--- src/rtl/buffer_escrita.sv ---
// buffer_escrita
// Write-side front end for the 8x8 register bank. Result writes arrive through a
// valid/ready handshake and are queued in a small circular FIFO of {addr, data}.
// One entry per cycle is drained into a registered output stage that drives the
// bank write port. Because the bank cannot see a same-edge write on its read
// ports, the block also forwards the newest pending value for two queried
// addresses.
//
// Ports
//   clk, rst             clock, synchronous active-high reset
//   inValid/inReady      producer handshake; inAdd/inDado carry the request
//   stall                hold the bank write port (no drain this cycle)
//   flush                discard every queued entry
//   wrEn/addWr/dadoWr    registered bank write port
//   addQ1/addQ2          addresses the bank is reading this cycle
//   hit1/hit2, fwd1/fwd2 pending-write hit flags and newest pending data
//   count                entries held in the FIFO (output register excluded)
module buffer_escrita #(
    parameter int DW    = 8,
    parameter int AW    = 3,
    parameter int DEPTH = 4
) (
    input  logic                     clk,
    input  logic                     rst,
    input  logic                     inValid,
    output logic                     inReady,
    input  logic [AW-1:0]            inAdd,
    input  logic [DW-1:0]            inDado,
    input  logic                     stall,
    input  logic                     flush,
    output logic                     wrEn,
    output logic [AW-1:0]            addWr,
    output logic [DW-1:0]            dadoWr,
    input  logic [AW-1:0]            addQ1,
    input  logic [AW-1:0]            addQ2,
    output logic                     hit1,
    output logic                     hit2,
    output logic [DW-1:0]            fwd1,
    output logic [DW-1:0]            fwd2,
    output logic [$clog2(DEPTH):0]   count
);

    localparam int PW = $clog2(DEPTH);
    localparam int CW = PW + 1;

    logic [AW-1:0] addr_mem_r [DEPTH];
    logic [DW-1:0] data_mem_r [DEPTH];
    logic [PW-1:0] wr_ptr_r;
    logic [PW-1:0] rd_ptr_r;
    logic [CW-1:0] count_r;
    logic          wr_en_r;
    logic [AW-1:0] add_wr_r;
    logic [DW-1:0] dado_wr_r;

    logic          full_s;
    logic          empty_s;
    logic          ready_s;
    logic          push_s;
    logic          pop_s;
    logic          hit1_s;
    logic          hit2_s;
    logic [DW-1:0] fwd1_s;
    logic [DW-1:0] fwd2_s;

    // Handshake and FIFO control; a full FIFO refuses a push even when it pops.
    always_comb begin
        full_s  = (count_r == CW'(DEPTH));
        empty_s = (count_r == {CW{1'b0}});
        ready_s = !full_s && !flush;
        push_s  = inValid && ready_s;
        pop_s   = !stall && !flush && !empty_s;
    end

    // FIFO storage; contents beyond count are never observed, so no reset.
    always_ff @(posedge clk) begin
        if (push_s && !rst) begin
            addr_mem_r[wr_ptr_r] <= inAdd;
            data_mem_r[wr_ptr_r] <= inDado;
        end
    end

    // Pointers and occupancy; pointers wrap naturally since DEPTH is a power of two.
    always_ff @(posedge clk) begin
        if (rst || flush) begin
            wr_ptr_r <= {PW{1'b0}};
            rd_ptr_r <= {PW{1'b0}};
            count_r  <= {CW{1'b0}};
        end else begin
            if (push_s) begin
                wr_ptr_r <= wr_ptr_r + PW'(1'b1);
            end
            if (pop_s) begin
                rd_ptr_r <= rd_ptr_r + PW'(1'b1);
            end
            case ({push_s, pop_s})
                2'b10:   count_r <= count_r + CW'(1'b1);
                2'b01:   count_r <= count_r - CW'(1'b1);
                default: count_r <= count_r;
            endcase
        end
    end

    // Registered bank write port; address/data hold while stalled or flushed.
    always_ff @(posedge clk) begin
        if (rst) begin
            wr_en_r   <= 1'b0;
            add_wr_r  <= {AW{1'b0}};
            dado_wr_r <= {DW{1'b0}};
        end else if (flush || stall) begin
            wr_en_r   <= 1'b0;
        end else if (!empty_s) begin
            wr_en_r   <= 1'b1;
            add_wr_r  <= addr_mem_r[rd_ptr_r];
            dado_wr_r <= data_mem_r[rd_ptr_r];
        end else begin
            wr_en_r   <= 1'b0;
        end
    end

    // Forwarding: scan oldest (output register) to newest FIFO entry so the
    // last match seen is the most recently pushed one.
    always_comb begin
        logic [PW-1:0] idx_v;
        logic          vld_v;
        logic          m1_v;
        logic          m2_v;
        idx_v  = {PW{1'b0}};
        vld_v  = 1'b0;
        m1_v   = wr_en_r && (add_wr_r == addQ1);
        m2_v   = wr_en_r && (add_wr_r == addQ2);
        hit1_s = m1_v;
        hit2_s = m2_v;
        fwd1_s = m1_v ? dado_wr_r : {DW{1'b0}};
        fwd2_s = m2_v ? dado_wr_r : {DW{1'b0}};
        for (int i = 0; i < DEPTH; i++) begin
            idx_v  = rd_ptr_r + PW'(i);
            vld_v  = (CW'(i) < count_r);
            m1_v   = vld_v && (addr_mem_r[idx_v] == addQ1);
            m2_v   = vld_v && (addr_mem_r[idx_v] == addQ2);
            hit1_s = hit1_s | m1_v;
            hit2_s = hit2_s | m2_v;
            fwd1_s = m1_v ? data_mem_r[idx_v] : fwd1_s;
            fwd2_s = m2_v ? data_mem_r[idx_v] : fwd2_s;
        end
    end

    assign inReady = ready_s;
    assign wrEn    = wr_en_r;
    assign addWr   = add_wr_r;
    assign dadoWr  = dado_wr_r;
    assign count   = count_r;
    assign hit1    = hit1_s;
    assign hit2    = hit2_s;
    assign fwd1    = fwd1_s;
    assign fwd2    = fwd2_s;

endmodule

--- config.mk ---
export PLATFORM = sky130hd
export DESIGN_NAME = buffer_escrita
export DESIGN_NICKNAME = d
export VERILOG_FILES = /design/src/rtl/buffer_escrita.sv
export SDC_FILE = /design/constraint.sdc
export NUM_CORES = 1
export LEC_CHECK = 0
export BUFFER_PORTS_ARGS = -buffer_cell sky130_fd_sc_hd__buf_2
export CAP_MARGIN = 20
export CORE_MARGIN = 4
export CORE_UTILIZATION = 50
export DETAILED_ROUTE_END_ITERATION = 16
export PLACE_DENSITY_LB_ADDON = 0.3
export REMOVE_ABC_BUFFERS = 1
export SETUP_SLACK_MARGIN = 0.4
export SYNTH_ARGS = -nofsm -noshare
export SYNTH_HDL_FRONTEND = slang
export SYNTH_SLANG_ARGS = --single-unit
--- constraint.sdc ---
create_clock -name clk -period 6.5 [get_ports clk]
set_input_delay 1.625 -clock clk [delete_from_list [all_inputs] [get_ports clk]]
set_output_delay 1.625 -clock clk [all_outputs]
set_load 0.01 [all_outputs]
==> out/results.txt, run 1 <==
The run finished with clean final reports. On the critical path the largest part of the delay comes from flip-flops. Among all flip-flop cells after synthesis, the most frequent one is edfxtp_1. The most frequently used cell type in the post-synthesis netlist was nand2_1. The tools report the critical path data required time as 4880 ps. After legalization and detailed placement, the total HPWL measured 8.03 mm.

The final hold violation count was 0. Summed over all failing endpoints, the final setup total negative slack is 0 ps. Synthesis handed over a netlist of 420 instances. The area of the mapped netlist was 4570 sq um. Setup violations remaining at the end of the flow were counted as 0. Clock-pin slew was measured on the worst setup and hold paths at 80 ps. The final-report max-slew violation count is 0, and the total number of clock tree sinks is 65. At the pin with the least slew margin, the transition time is 994 ps. The power per standard cell area is 175 nW/um^2, and the buffering stage count on the worst path with inverters included is 1. The synthesized area per cell is 10.9 sq um, and the overall power of the completed layout is 0.897 mW. The floorplan step set the die height to 104 um. The logs give 706 for the final-layout fill cell count and 565 for the instance count after placement with tap cells included. The post-layout instance count excluding filler cells came out at 581. TritonCTS built the clock tree. For this run, the register share of the synthesized area comes to 38.1%. The number of global-route vias before repair was 3374. Yosys printed 0 warnings. The count of buffers inserted at the top-level ports was 55. In the synthesized netlist the async set-or-reset flop fraction comes to 0%. The placer's final routability congestion estimate is 0.864. The initial utilization of the core area, before any placement, comes to 51.8%. Dividing the detail-routed via count by the number of cells gives 5.98.

For the leakage dissipation, the log shows 2.00 nW. The count of flip-flops with a built-in enable after synthesis was 44. By count the netlist is led by nand2_1, edfxtp_1, mux2i_1, nor2_1, xor2_1.

Along the worst path, the maximum fanout reaches 35. The H-tree was split into 3 levels. The first detailed-routing pass ran for 5 iterations. Post-CTS timing repair inserted 0 buffers for setup.

The clock passes through at most 2 buffers. The maximum operating frequency came out at 190 MHz. The logs give 0 for the number of antenna violations at the first check in global routing and 3473 for the routed via count.

The post-cts hold buffer count came out at 0. Once the clock tree was built, the resizer swapped 0 gates to a different size. The tree is rooted in a clkbuf_8. The cell row count was 34.

Final layout net count: 499. By area the synthesized netlist is led by edfxtp_1, mux2i_1, dfxtp_1, mux4_2, mux4_1. TritonCTS created 9 clock buffers.

Once detail routing completed, the nets flagged for antenna violations numbered 0. The worst path in the final design needs a cycle of 5250 ps, including I/O delays and setup. Hold is met by 516 ps. The number of antenna diodes in the final layout is 0.

The logs give 56 for the count of boundary I/O pins and 36 for the pin count of the biggest net entering global routing. The floorplan step set the die width to 104 um. Max-slew headroom at the worst pin: 33.2%. The area added between synthesis and finish was 12.0%; the data arrival time of the worst path was 3630 ps.

Once placement finished, the instance area stood at 4910 sq um. The finished cells cover 5110 sq um. The largest total area in the synthesized netlist belongs to edfxtp_1.

The highest-delay cell along the critical path is dfxtp_2. Walking the worst path, the cells encountered are mux4_2, xor2_1, nor3_1, nand2_1, mux2i_1, a31o_2, buf_2. The final worst clock skew is 12.7 ps. In the final routed layout, each cell accounts on average for 18.1 um. The worst setup path is launched from a register.

The logs give 0 for the remaining global-route overflow and 235 for the DRC marker count from the first detailed-route iteration. Counting flops and latches in the post-synthesis netlist gives 65. The run gives 42 as the count of distinct cell types in the synthesized netlist.

The nature of the critical path endpoint was an output port. The run gives 350 ps as the clock network latency to the later pin of the worst-skew pair. The stage delay of the slowest cell on the critical path works out to 970 ps.

The type of the tightest min-delay check was register to register. The global-route wire length before repair is 17.6 mm, and the full die area is 10700 sq um. The worst path uses 80.8% of the clock period. Setup repair after global routing left no endpoint under its margin. The tool flagged a number of max-cap violations equal to 0. The synthesized design devotes to its leading area cell type 28.9% of total area. The critical path is of the register to output port type.

The logs give 8810 sq um for the placeable core area and 0.120 mV for the maximum ir drop on the vdd rail. In the final layout, the share of cells above drive strength 1 is 26.0%. The aggregate global-route resource usage came out at 20.4%. The total wire length after detailed routing came out at 10.5 mm.

For this run, design rule violations remaining after detail routing come to 0.
==> layer usage <==
| metal | up-vias | track usage [%] | part of all wire, % |
|---|---|---|---|
| li1 | 1682 | - | - |
| met1 | 1659 | 28.7 | 47 |
| met2 | 114 | 30.8 | 45 |
| met3 | 18 | 4.98 | 6.4 |
| met4 | 0 | 7.12 | 1.5 |
| met5 | - | 0 | 0 |
==> layout make-up <==
cell class                 count  area [sq um]  area share, %
clock buffer                   9           124           2.42
clock inverter                 7          77.6           1.52
inverter                       7          26.3          0.514
multi-input combinational    324          2690           52.5
sequential                    65          1740           34.1
tap                          108           135           2.64
timing repair buffer          61           320           6.27
==> path summary, 6_finish.rpt <==
kind,to,cells after the start,slack (ps),from
worst max-delay path,fwd1[5],7,1250,rd_ptr_r[0]
worst min-delay path,wr_ptr_r[1],2,520,wr_ptr_r[1]
worst max register to register,data_mem_r[2][5],6,4060,count[0]
worst min register to register,wr_ptr_r[1],2,520,wr_ptr_r[1]
==> state kept, by name, indices dropped and copies added (netlist names), named ones only <==
register	cells
data_mem_r	32
addr_mem_r	12
dadoWr	8
addWr	3
count	3
rd_ptr_r	2
wr_ptr_r	2
wrEn	1
==> metrics by stage <==
stage / util [%] / setup slack [ps]
3_3_place_gp: 55.8 / 1350
5_1_grt: 58.1 / 991
3_5_place_dp: 55.8 / 1350
2_1_floorplan: - / 1430
6_report: 58.1 / 1250
4_1_cts: 58.1 / 1280
==> kinds of logic after synthesis <==
| kind of cell | synth area share [%] |
|---|---|
| XOR/XNOR | 7.10 |
| multiplexers | 23.5 |
| adder cells (fa/ha/maj) | 2.47 |
| buffers and inverters | 3.01 |
| AO/OA/AOI/OAI | 11.2 |
| AND/OR/NAND/NOR | 14.6 |
| flip-flops | 38.1 |
==> report_power, final <==
group / internal, mW / switching, mW / total [mW]
clock: 0.180 / 0.174 / 0.354
combinational: 0.0374 / 0.0516 / 0.0890
sequential: 0.446 / 0.00723 / 0.453
total: 0.664 / 0.233 / 0.897
==> worst register-to-register path: cells and delay by family, from the launching register on <==
family / cells / cell delay, ps
adder cells (fa/ha/maj): 1 / 250
AO/OA/AOI/OAI: 1 / 290
flip-flops: 1 / 480
buffers and inverters: 1 / 120
AND/OR/NAND/NOR: 3 / 930
==> placed cells by master (no fill, tap or decap), types with 2 or more instances in the layout <==
master	netlist	routed
nand2_1	64	64
buf_2	5	55
mux2i_1	44	44
edfxtp_1	44	44
nor2_1	30	30
xor2_1	23	23
dfxtp_1	21	20
or2_2	15	15
a21oi_1	15	15
a221o_1	15	15
xnor2_1	14	14
a41o_1	14	14
mux4_2	12	12
mux4_1	10	10
o21ai_0	10	10
mux2_2	9	9
ha_1	9	9
clkbuf_8	0	9
inv_1	7	7
buf_4	0	6
nand3_1	5	5
nor3_1	5	5
and2_1	5	5
or3_1	3	3
and3_1	2	2
o211ai_1	2	2
nor4_4	2	2
nand4_1	2	2
a211oi_2	2	2
clkinv_4	0	2
inv_6	0	2
Power figures use the tool's default switching activity.
==> run 2, diff against run 1 <==
--- a/config.mk
+++ b/config.mk
@@ -5,6 +5,7 @@
 export SDC_FILE = /design/constraint.sdc
 export NUM_CORES = 1
 export LEC_CHECK = 0
+export ABC_AREA = 1
 export BUFFER_PORTS_ARGS = -buffer_cell sky130_fd_sc_hd__buf_2
 export CAP_MARGIN = 20
 export CORE_MARGIN = 4
==> constraint.sdc (replaced) <==
create_clock -name clk -period 5 [get_ports clk]
set_input_delay 1.25 -clock clk [delete_from_list [all_inputs] [get_ports clk]]
set_output_delay 1.25 -clock clk [all_outputs]
set_load 0.01 [all_outputs]
==> run 2 against run 1 <==
Effect of this change:
- first-iteration DRC count increased by 130%
- critical path type unchanged
- design area grew 10%
- worst setup slack lost 470 ps
- cell count increased by 63%
- highest routed layer unchanged
- critical endpoint unchanged
- largest power group unchanged
==> out/results.txt, run 2 <==
The area growth from synthesis to layout is 10.3%. The worst hold path was traced through 2 stages. The cell count after synthesis was 762.

Nature of the critical path endpoint: an output port. In this run the power density over the cells is 225 nW/um^2. The most frequently used cell type in the post-synthesis netlist was nand2_1. The die is 109 um tall. The maximum operating frequency is 237 MHz, and the remaining global-route overflow is 0. The count of buffers inserted at the top-level ports is 55, and the leakage dissipation is 2.74 nW.

0 antenna diodes ended up in the layout. The number of clock buffers added by TritonCTS is 9. The clock passes through at most 2 buffers. The logs give 24.5% for the aggregate global-route resource usage and 2970 ps for the data arrival time of the worst path. The worst setup path is launched from a register. The number of global-route vias before repair is 4607. The tools report the total number of yosys warnings as 0.

The tools report the worst setup margin as 776 ps. The die is 109 um wide. The H-tree was split into 3 levels.

Dividing the detail-routed via count by the number of cells gives 5.40. For this run, asynchronously set or reset flops after synthesis account for 0%. The final route contains 5105 vias. The run gives 11900 sq um as the full die area.

After clock tree synthesis, the clock-pin slew on the worst setup and hold paths is 80 ps. Hold timing on the final database bottoms out at a slack of 547 ps. Sorting the synthesized cells by how often they occur yields nand2_1, nand3_1, o21ai_0, inv_1, edfxtp_1.

The net count of the finished layout is 838. Setup violations remaining at the end of the flow were counted as 0. For the worst-skew pair, the clock arrives at the later sink with an insertion delay of 360 ps. Setup repair after global routing left no endpoint under its margin.

The tools report the sum of negative setup slack as 0 ps. For this block, the initial DRC count from the detailed router was 547. Entering global routing, the biggest net connects 61 pins.

Primary flip-flop cell chosen by synthesis mapping: edfxtp_1. In this run the count of I/O pins placed on the die edge is 56. For the post-cts hold buffer count, the log shows 0. The number of antenna violations at the first check in global routing was 0.

Along the worst path, the maximum fanout reaches 23. Dividing the final minimum period by the clock period gives 84.5%. The instance count after placement with tap cells included is 928, and the count of flip-flops with a built-in enable after synthesis is 44. The start-to-end type of the worst setup path is register to output port. The synthesized area per cell is 6.72 sq um, and the max-slew headroom at the worst pin is 31.0%. The run finished with clean final reports. The area of all sequential standard cells is 1740 sq um. The half-perimeter wire length of the detailed placement result was 10.9 mm. The worst path in the final design needs a cycle of 4220 ps, including I/O delays and setup. For the pin with the worst max-slew slack, the measured transition is 1030 ps. Critical path data required time: 3750 ps. The finished layout holds 945 standard cells, fillers aside. Counting flops per register, the top entry is data_mem_r. The max-cap violation count is 0, and the multi-input combinational cell area is 2900 sq um. TritonCTS built the clock tree. The final hold violation count was 0. The per-cell routed wire length was 15.0 um. The routed length on met3 is 925 um, and the area of the mapped netlist is 5120 sq um. After synthesis, the cell types taking the most area are edfxtp_1, nand2_1, dfxtp_1, nand3_1, o21ai_0.

The clock arrives with 13.2 ps of skew. In the layout the commonest cells are nand2_1, nand3_1, o21ai_0. The congestion estimate from routability-driven global placement came to 0.943. Uppermost layer routed: met4. The type of the tightest min-delay check is register to register. The flip-flop and latch count after synthesis was 65; the number of nets with antenna violations after routing was 0.

Of the synthesized area, sequential elements account for 34.0%. The run gives 0 as the DRC violation count after routing. The total routed wire length on the met1 layer is 6.81 mm.

The count of distinct cell types in the synthesized netlist is 38, and the effective utilization at floorplan is 51.9%. Detailed routing placed a total of 6.29 mm of wire on met2. Post-place setup slack: 920 ps. Fill cells in the final layout number 928. The tree is rooted in a clkbuf_8. After synthesis, the largest area contributor takes up 25.8% of total cell area.

CTS saw 65 sinks. Cells with a size suffix above 1 make up 16.0% of the layout. The maximum ir drop on the vdd rail was 0.226 mV; the total wire length after detailed routing was 14.2 mm. After clock tree synthesis, the setup repair step added 0 buffers. Leading cell type in the layout, fill and taps excluded: nand2_1. Counting cells, the worst reg-to-reg path comes to 5. In this run the core area contains 36 standard-cell rows.

The register with the most flip-flops in the layout has 32 of them. The pre-antenna-repair detailed-routing pass consisted of 6 iterations. The final-report max-slew violation count was 0; the global-route wire length before repair was 22.9 mm. The biggest area contributor in the post-synthesis netlist is edfxtp_1. The placeable core area was 9860 sq um; the count of cells resized by post-cts repair was 0.
-- run 2: worst max-delay path, cell delays in order (launching register included) --
cell     delay (ps)
dfxtp_1         820
inv_4           110
nand2_1         100
nand2_2         230
nand2_1         220
nand2_1          90
nand2_1          60
nand2_1          90
nor2_4          260
nand2_4         130
nand3_1         120
nand2_1          70
a21oi_2         150
buf_2           150
-- run 2: metal layers --
metal / GRT usage [%] / up-vias
met1: 34.3 / 2325
li1: - / 2586
met4: 6.23 / 0
met2: 38.6 / 179
met3: 5.45 / 15
met5: 0 / -
-- run 2: through the flow --
step | instance area, sq um | power (mW) | util (%)
after floorplan | 4960 | 0.712 | -
after global placement | 5420 | 0.766 | 55.0
after detailed placement | 5420 | 0.771 | 55.0
after CTS | 5640 | 1.27 | 57.2
after global routing | 5650 | 1.31 | 57.2
final | 5650 | 1.27 | 57.2
-- run 2: kinds of logic (layout without fill, tap and decap cells) --
logic type	Yosys count	in the layout	share of synthesized area (%)
and+or+nand+nor	440	440	38.4
AOI/OAI and AO/OA	140	140	15.6
xor gates and xnor gates	2	2	0.342
adders and majority gates	9	9	2.20
buffers and inverters	106	156	9.41
DFF	65	65	34.0
-- run 2: final timing paths --
check / start / endpoint / slack [ps]
worst max-delay path: rd_ptr_r[1] / fwd1[5] / 780
worst min-delay path: wr_ptr_r[1] / wr_ptr_r[1] / 550
worst max register to register: count[0] / data_mem_r[0][1] / 2570
worst min register to register: wr_ptr_r[1] / wr_ptr_r[1] / 550
-- run 2: area by class of cell --
class / count / area share [%]
timing repair buffer: 59 / 5.41
inverter: 81 / 5.65
tap: 133 / 2.95
clock inverter: 7 / 1.66
multi-input combinational: 591 / 51.3
clock buffer: 9 / 2.19
sequential: 65 / 30.9
-- run 2: report_power, final --
group,switching [mW],total (mW),internal (mW),leakage (nW)
Sequential,0.00781,0.590,0.582,0.568
Clock,0.228,0.508,0.281,0.107
Combinational,0.120,0.172,0.0518,2.06
Total,0.356,1.27,0.914,2.74
